<file path="src/rtl/mouse_click_detect_pkg.sv">
// Shared constants for the mouse click conditioning block (65 MHz pclk defaults).
package mouse_click_detect_pkg;

   // Stable synced samples needed before a button level change is accepted
   localparam int DEBOUNCE_CYCLES_DEF = 32'd4;
   // Max release-to-press gap for a double click, about 0.4 s at 65 MHz
   localparam int DCLICK_CYCLES_DEF   = 32'd26_000_000;
   // Width of the mouse cursor coordinates
   localparam int COORD_W             = 32'd12;

endpackage

</file>
<file path="src/rtl/mouse_click_detect_sync_2ff.sv">
// Two-flop synchronizer for a single asynchronous level into the pclk domain.
module sync_2ff (
   input  logic pclk,
   input  logic rst_n,
   input  logic d,
   output logic q
);

   logic s1_r;
   logic s2_r;

   // Capture the asynchronous input and let the first stage settle for one cycle
   always_ff @(posedge pclk or negedge rst_n) begin
      if (!rst_n) begin
         s1_r <= 1'b0;
         s2_r <= 1'b0;
      end else begin
         s1_r <= d;
         s2_r <= s1_r;
      end
   end

   assign q = s2_r;

endmodule

</file>
<file path="src/rtl/mouse_click_detect.sv">
// Debounces the raw left mouse button, emits press/release/double-click pulses
// and latches the cursor position at each accepted press.
module mouse_click_detect
   import mouse_click_detect_pkg::*;
#(
   parameter int DEBOUNCE_CYCLES = DEBOUNCE_CYCLES_DEF,
   parameter int DCLICK_CYCLES   = DCLICK_CYCLES_DEF
) (
   input  logic               pclk,
   input  logic               rst_n,
   input  logic               mouse_left_raw,
   input  logic [COORD_W-1:0] mouse_xpos,
   input  logic [COORD_W-1:0] mouse_ypos,
   output logic               mouse_left,
   output logic               press_pulse,
   output logic               release_pulse,
   output logic               double_click,
   output logic [COORD_W-1:0] click_xpos,
   output logic [COORD_W-1:0] click_ypos
);

   localparam int DB_W  = $clog2(DEBOUNCE_CYCLES);
   localparam int GAP_W = $clog2(DCLICK_CYCLES);

   localparam logic [DB_W-1:0]  DB_ONE   = DB_W'(1'b1);
   localparam logic [DB_W-1:0]  DB_LAST  = DB_W'(DEBOUNCE_CYCLES - 32'sd1);
   localparam logic [GAP_W-1:0] GAP_ONE  = GAP_W'(1'b1);
   localparam logic [GAP_W-1:0] GAP_LAST = GAP_W'(DCLICK_CYCLES - 32'sd1);

   typedef enum logic [1:0] {
      ST_IDLE     = 2'd0,
      ST_DB_PRESS = 2'd1,
      ST_HELD     = 2'd2,
      ST_DB_REL   = 2'd3
   } state_e;

   logic             raw_sync_s;
   state_e           state_r;
   state_e           state_nxt_s;
   logic [DB_W-1:0]  cnt_r;
   logic [DB_W-1:0]  cnt_nxt_s;
   logic             press_evt_s;
   logic             release_evt_s;

   logic             mouse_left_r;
   logic             press_pulse_r;
   logic             release_pulse_r;
   logic             double_click_r;
   logic [COORD_W-1:0] click_xpos_r;
   logic [COORD_W-1:0] click_ypos_r;

   logic [GAP_W-1:0] gap_cnt_r;
   logic             armed_r;
   logic             dbl_seen_r;

   sync_2ff u_sync (
      .pclk  (pclk),
      .rst_n (rst_n),
      .d     (mouse_left_raw),
      .q     (raw_sync_s)
   );

   // Debounce state and stability counter registers
   always_ff @(posedge pclk or negedge rst_n) begin
      if (!rst_n) begin
         state_r <= ST_IDLE;
         cnt_r   <= '0;
      end else begin
         state_r <= state_nxt_s;
         cnt_r   <= cnt_nxt_s;
      end
   end

   // Debounce next-state logic; a level change is accepted only after it stays stable
   always_comb begin
      state_nxt_s   = state_r;
      cnt_nxt_s     = cnt_r;
      press_evt_s   = 1'b0;
      release_evt_s = 1'b0;
      case (state_r)
         ST_IDLE: begin
            if (raw_sync_s) begin
               state_nxt_s = ST_DB_PRESS;
               cnt_nxt_s   = DB_ONE;
            end else begin
               cnt_nxt_s   = '0;
            end
         end
         ST_DB_PRESS: begin
            if (!raw_sync_s) begin
               state_nxt_s = ST_IDLE;
               cnt_nxt_s   = '0;
            end else if (cnt_r == DB_LAST) begin
               state_nxt_s = ST_HELD;
               cnt_nxt_s   = '0;
               press_evt_s = 1'b1;
            end else begin
               cnt_nxt_s   = cnt_r + DB_ONE;
            end
         end
         ST_HELD: begin
            if (!raw_sync_s) begin
               state_nxt_s = ST_DB_REL;
               cnt_nxt_s   = DB_ONE;
            end else begin
               cnt_nxt_s   = '0;
            end
         end
         ST_DB_REL: begin
            if (raw_sync_s) begin
               state_nxt_s   = ST_HELD;
               cnt_nxt_s     = '0;
            end else if (cnt_r == DB_LAST) begin
               state_nxt_s   = ST_IDLE;
               cnt_nxt_s     = '0;
               release_evt_s = 1'b1;
            end else begin
               cnt_nxt_s     = cnt_r + DB_ONE;
            end
         end
         default: begin
            state_nxt_s = ST_IDLE;
            cnt_nxt_s   = '0;
         end
      endcase
   end

   // Registered level, event pulses and press-position capture
   always_ff @(posedge pclk or negedge rst_n) begin
      if (!rst_n) begin
         mouse_left_r    <= 1'b0;
         press_pulse_r   <= 1'b0;
         release_pulse_r <= 1'b0;
         double_click_r  <= 1'b0;
         click_xpos_r    <= '0;
         click_ypos_r    <= '0;
      end else begin
         press_pulse_r   <= press_evt_s;
         release_pulse_r <= release_evt_s;
         double_click_r  <= press_evt_s & armed_r;
         if (press_evt_s) begin
            mouse_left_r <= 1'b1;
            click_xpos_r <= mouse_xpos;
            click_ypos_r <= mouse_ypos;
         end else if (release_evt_s) begin
            mouse_left_r <= 1'b0;
         end else begin
            mouse_left_r <= mouse_left_r;
         end
      end
   end

   // Release-to-press gap window; the release that ends a double click does not
   // re-arm it, so a third quick click starts a fresh pair
   always_ff @(posedge pclk or negedge rst_n) begin
      if (!rst_n) begin
         gap_cnt_r  <= '0;
         armed_r    <= 1'b0;
         dbl_seen_r <= 1'b0;
      end else if (press_evt_s) begin
         armed_r    <= 1'b0;
         dbl_seen_r <= armed_r;
      end else if (release_evt_s) begin
         gap_cnt_r  <= '0;
         armed_r    <= ~dbl_seen_r;
         dbl_seen_r <= 1'b0;
      end else if (armed_r) begin
         if (gap_cnt_r == GAP_LAST) begin
            armed_r   <= 1'b0;
         end else begin
            gap_cnt_r <= gap_cnt_r + GAP_ONE;
         end
      end else begin
         gap_cnt_r <= gap_cnt_r;
      end
   end

   assign mouse_left    = mouse_left_r;
   assign press_pulse   = press_pulse_r;
   assign release_pulse = release_pulse_r;
   assign double_click  = double_click_r;
   assign click_xpos    = click_xpos_r;
   assign click_ypos    = click_ypos_r;

endmodule
</file>
<file path="config.mk">
export PLATFORM = sky130hd
export DESIGN_NAME = mouse_click_detect
export DESIGN_NICKNAME = d
export VERILOG_FILES = /design/src/rtl/mouse_click_detect_pkg.sv /design/src/rtl/mouse_click_detect_sync_2ff.sv /design/src/rtl/mouse_click_detect.sv
export SDC_FILE = /design/constraint.sdc
export NUM_CORES = 1
export LEC_CHECK = 0
export BUFFER_PORTS_ARGS = -buffer_cell sky130_fd_sc_hd__buf_2
export CORE_MARGIN = 2
export CORE_UTILIZATION = 29
export DETAILED_ROUTE_END_ITERATION = 7
export RECOVER_POWER = 25
export SKIP_LAST_GASP = 1
export SYNTH_ARGS = -nofsm -noshare
export SYNTH_HDL_FRONTEND = slang
export SYNTH_HIERARCHICAL = 1
export SYNTH_SLANG_ARGS = --single-unit
</file>
<file path="constraint.sdc">
create_clock -name pclk -period 2.1 [get_ports pclk]
set_input_delay 0 -clock pclk [delete_from_list [all_inputs] [get_ports pclk]]
set_output_delay 0 -clock pclk [all_outputs]
set_load 0.02 [all_outputs]
</file>
==> results of run 1 <==
==> layer usage <==
metal | GRT usage [%] | vias up | routed length [µm] | share of wire [%]
met3 | 3.13 | 10 | 294 | 4.3
met2 | 21.3 | 64 | 3170 | 46
met5 | 0 | - | 0 | 0
met1 | 17.7 | 1234 | 3280 | 48
li1 | - | 1286 | - | -
met4 | 6.37 | 0 | 138 | 2.0
==> cells in the mapped netlist, drive strengths merged, types with 2 or more instances <==
library cell	number	area share, %
o21ai	4	1.1
dfrtp	61	52
inv	8	1.0
nor3	5	1.2
o41ai	3	0.90
and2	2	0.43
nand4b	4	1.6
or4	4	1.0
nand2	98	13
nor4	2	0.94
a21oi	9	1.5
o31ai	5	1.3
nand4	12	2.8
buf	11	2.1
and3	7	1.5
clkbuf	6	0.77
or3	3	0.64
ha	3	1.3
nor2	10	1.3
nand3	30	5.1
o211ai	10	2.6
==> flip-flops by register name (all words and copies together) (netlist names), 2 cells and up, named ones only <==
register	flops
click_xpos	12
gap_cnt_r	25
click_ypos	12
cnt_r	2
==> timing repair <==
action / CTS / global route
endpoints found under the hold margin: 46 / 0
setup buffers: 0 / 0
hold buffers: 26 / 0
==> critical path: cells and delay by family, from the launching register on <==
| family | cells | cell delay [ns] |
|---|---|---|
| and+or+nand+nor | 4 | 1.18 |
| DFF | 1 | 0.44 |
| AOI/OAI and AO/OA | 1 | 0.12 |
==> final cells by class <==
class,count,area [µm²]
tap,133,166
timing repair buffer,95,624
sequential,61,1530
clock inverter,6,38.8
clock buffer,10,138
multi-input combinational,229,1280
fill,991,5970
inverter,8,30.0
==> cells by family (layout without fill, tap and decap cells) <==
| family | after synthesis | after routing | share of synthesized area (%) |
|---|---|---|---|
| simple gates | 182 | 182 | 31.4 |
| flops | 61 | 61 | 52.3 |
| compound gates | 41 | 41 | 10.1 |
| buf+inv | 25 | 119 | 3.90 |
| fa+ha+maj | 3 | 3 | 1.29 |
| mux | 2 | 2 | 0.729 |
| xor+xnor | 1 | 1 | 0.300 |
==> where the power goes <==
group	internal [mW]	switching, mW	total, mW	leakage, nW
Combinational	0.256	0.482	0.738	0.981
Clock	0.455	0.470	0.925	0.0880
Sequential	1.39	0.131	1.52	0.763
Total	2.10	1.08	3.19	1.83
==> worst min path at each step <==
stage	from	to	slack, ns	cells past startpoint
2_1_floorplan	rst_n	asynchronous set/reset pin	-0.30	0
3_3_place_gp	rst_n	click_ypos[11]	0.005	1
3_5_place_dp	rst_n	click_ypos[11]	0.01	1
4_1_cts	rst_n	click_ypos[11]	0.18	2
5_1_grt	mouse_left_raw	u_sync/s1_r	0.31	2
6_report	mouse_left_raw	u_sync/s1_r	0.30	2
==> per-stage QoR <==
step	power [mW]	setup slack (ns)	hold slack (ns)
finish	3.19	0.259	0.300
detailed placement	2.27	0.283	0.0138
global placement	2.25	0.313	0.00547
floorplan	1.97	0.364	-0.296
global route	3.37	0.120	0.312
CTS	3.26	0.246	0.177
==> impl_metrics.ini, run 1 <==
[timing]
setup_viol = 0
tightest_slew_ns = 1.25
max_freq_mhz = 543
grt_setup_unrepaired = no
min_period_over_period_pct = 87.7
slew_headroom_pct = 16.4
skew_ns = 0.00613
min_period_ns = 1.84
setup_tns_ns = 0
maxSlewViolCount = 0
finalHoldViolCount = 0

[placement]
dp.cells = 500
gp_congestion = 0.790
io_buffer_count = 54
dpl_cell_area_um2 = 3380
hpwlAfterDp_mm = 4.69

[power]
power_leakage_nw = 1.83
p_per_area_nw_per_um2 = 838
ir_worst_vdd_v = 0.000468

[floorplanning]
io_pins = 55
coreArea_um2 = 9770
die_y_um = 104
initial_core_util_pct = 29.9
rows = 36
dieArea_um2 = 10900
dieWidth_um = 104

[synth]
syn_area_um2 = 2920
yosysUniqueCellTypes = 46
synth-main-ff-cell = dfrtp_1
ys_seq_area_share_pct = 52.3
synth_warnings = 6
synth_fp_nets = 345
avgSynthCellArea_um2 = 9.26
synth_edf_count = 0
synthCells = 315
async_flop_share_pct = 100
synth-seq-cells = 61

[clock_network]
ctsHtreeMaxLevel = 3
clk_latency_ns = 0.34
cts_inserted_buffers = 9
cts_resized = 0
clk_pin_slew_ns = 0.07
cts_sinks = 61
cts.path.max_buffers = 2
cts_tree = done
clockRootBuffer = clkbuf_8

[layout]
num_antenna_cells = 0
drive_above_1_share_pct = 20.0
final_core_util_pct = 38.9
layout.cells.non_filler = 542
final_cell_area_um2 = 3800
syn_to_final_growth_pct = 30.3
mostFrequentLayoutCells = 98 x nand2_1, 61 x dfrtp_1, 39 x buf_2
nets = 434
final_common_cell = nand2_1

[routing]
routed_wirelength_mm = 6.88
drc = 0
ant_nets = 0
viasPerCell = 4.79
vias = 2594
first_pass_iters = 5
drt_iter0_drc = 120
wl_per_cell_um = 12.7

[global_route]
grt_pass1_vias = 2524
track_usage_pct = 13.6
grt_pass1_wl_mm = 12.0
grt_overflow_total = 0
antenna_found_initial = 0
grt_max_degree = 41

[setup_path]
path_cells = nor4b_2, nand3b_4, nor3_4, nand3_1, o311ai_1
critPathRequiredTime_ns = 2.33
critPathSlowestCell = dfrtp_1
cp-end-kind = register
arrival_ns = 2.07
reg2reg_slack_ns = 0.26
r2r_cells = 5
crit_path_max_fanout = 10
worstSetupStartpointType = register
crit_path_start = gap_cnt_r[21]
rr_endpoint = gap_cnt_r[9]
rr_startpoint = gap_cnt_r[21]
critPathMaxStageDelay_ns = 0.44
critPathCapture = gap_cnt_r[9]
path_class = reg2reg

[min_path]
hold_path_class = in2reg

[flow_run]
maxCapViolations = 0

[run_status]
status = complete, no violations
Power figures use the tool's default switching activity.
==> run 2: changes to the inputs <==
Settings changed: REMOVE_ABC_BUFFERS set to 1.
==> run 2 against run 1 <==
The flow now finishes with violations (max-capacitance violations, max-slew violations). Worst hold slack lost 0.0021 ns. Global-route usage up 0.37 points. Register-to-register slack worse by 0.11 ns. Utilization grew 0.15 points. Largest power group unchanged. Sequential share of layout area is 0.16 points lower. Critical endpoint is now gap_cnt_r[12]. Critical path type unchanged. Final cell count decreased by 0.74%.
==> impl_metrics.ini, run 2 (synthesis gave the netlist of run 1 again) <==
[placement]
hpwlAfterDp_mm = 4.68
io_buffer_count = 54
gp_congestion = 0.827

[clock_network]
cts_sinks = 61
cts_inserted_buffers = 9
clockRootBuffer = clkbuf_8
cts_setup_buffers = 0
ctsHtreeMaxLevel = 3
cts.path.max_buffers = 2
cts_tree = done
clk_pin_slew_ns = 0.07
clk_latency_ns = 0.35

[setup_path]
critPathSlowestCell = or4_1
path_cells = ha_1, and3_1, and3_2, o21ai_4, or4_1, nand3_1
arrival_ns = 2.23
critPathMaxStageDelay_ns = 0.48
path_class = reg2reg
cp-end-kind = register
worstSetupStartpointType = register
crit_path_max_fanout = 9
critPathRequiredTime_ns = 2.38

[timing]
finalHoldViolCount = 0
min_period_over_period_pct = 92.7
grt_setup_unrepaired = no
maxSlewViolCount = 29
holdWs_ns = 0.298
slew_headroom_pct = -4.05
max_freq_mhz = 514
setup_tns_ns = 0
skew_ns = 0.00917
min_period_ns = 1.95
setup_viol = 0
tightest_slew_ns = 1.56

[layout]
final.fill_count = 962
largest_register_ffs = 25
final_common_cell = nand2_1
drive_above_1_share_pct = 21.2
mostFrequentLayoutCells = 98 x nand2_1, 61 x dfrtp_1, 46 x buf_2
num_antenna_cells = 0
regMostFlops = gap_cnt_r
nets = 430
syn_to_final_growth_pct = 30.8

[routing]
drc = 0
viasPerCell = 4.82
wl_per_cell_um = 13.4
vias = 2592
first_pass_iters = 5
drt_iter0_drc = 216
ant_nets = 0
routed_wirelength_mm = 7.19

[min_path]
hold_path_class = in2reg

[floorplanning]
rows = 36
io_pins = 55
coreArea_um2 = 9770
die_y_um = 104
dieArea_um2 = 10900
dieWidth_um = 104
initial_core_util_pct = 29.9

[global_route]
grt_overflow_total = 0
grt_max_degree = 41
grt_pass1_wl_mm = 12.4
track_usage_pct = 14.0
grt_pass1_vias = 2625
antenna_found_initial = 0

[run_status]
status = finished, violations left
violations = max-capacitance violations, max-slew violations

[power]
ir_worst_vdd_v = 0.000319
power_leakage_nw = 1.84
total_power_mw = 3.34
p_per_area_nw_per_um2 = 874

[flow_run]
maxCapViolations = 1
## run 2: timing repair
action / 4_1_cts / 5_1_grt
resized for setup: 0 / 1
endpoints found under the hold margin: 53 / 0
hold buffers: 26 / 0
endpoints found under the setup margin: 0 / 3
## run 2: layout make-up
type | count | area [µm²] | area share [%]
clock buffer | 9 | 124 | 3.25
clock inverter | 7 | 75.1 | 1.97
inverter | 8 | 30.0 | 0.787
multi-input combinational | 229 | 1280 | 33.5
sequential | 61 | 1530 | 40.0
tap | 133 | 166 | 4.36
timing repair buffer | 91 | 616 | 16.1
## run 2: path summary, 6_finish.rpt
| kind | start | endpoint | slack [ns] | cells past startpoint |
|---|---|---|---|---|
| hold reg to reg | u_sync/s1_r | u_sync/q | 0.35 | 0 |
| min in group asynchronous | rst_n | click_xpos[0] | 0.58 | 2 |
| setup reg to reg | gap_cnt_r[0] | gap_cnt_r[12] | 0.15 | 6 |
| setup / recovery | gap_cnt_r[0] | gap_cnt_r[12] | 0.15 | 6 |
| max in group asynchronous | rst_n | click_ypos[8] | 0.61 | 2 |
| hold / removal | mouse_left_raw | u_sync/s1_r | 0.30 | 2 |
## run 2: stage by stage
step	cells	area (µm²)	worst slack (ns)	utilization, %
floorplan	298	2830	-0.154	-
global placement	496	3370	0.158	34.4
detailed placement	496	3370	0.0679	34.4
CTS	538	3820	0.0652	39.1
global route	538	3820	0.0323	39.0
finish	538	3820	0.154	39.0
## run 2: worst max-delay path: cells and delay by family (launching register included)
family | cells | cell delay (ns)
compound gates | 1 | 0.12
simple gates | 4 | 1.08
flops | 1 | 0.42
fa+ha+maj | 1 | 0.25
## run 2: metal layers
layer  track usage [%]  vias up  routed length (µm)
li1                  -     1280                   -
met1              17.3     1229                3350
met4              5.21        0                 126
met5                 0        -                   0
met3              4.26       13                 392
met2              22.8       70                3320
## run 2: report_power, final
| group | switching (mW) | internal, mW |
|---|---|---|
| Sequential | 0.122 | 1.39 |
| Clock | 0.506 | 0.551 |
| Combinational | 0.495 | 0.272 |
| Total | 1.12 | 2.21 |
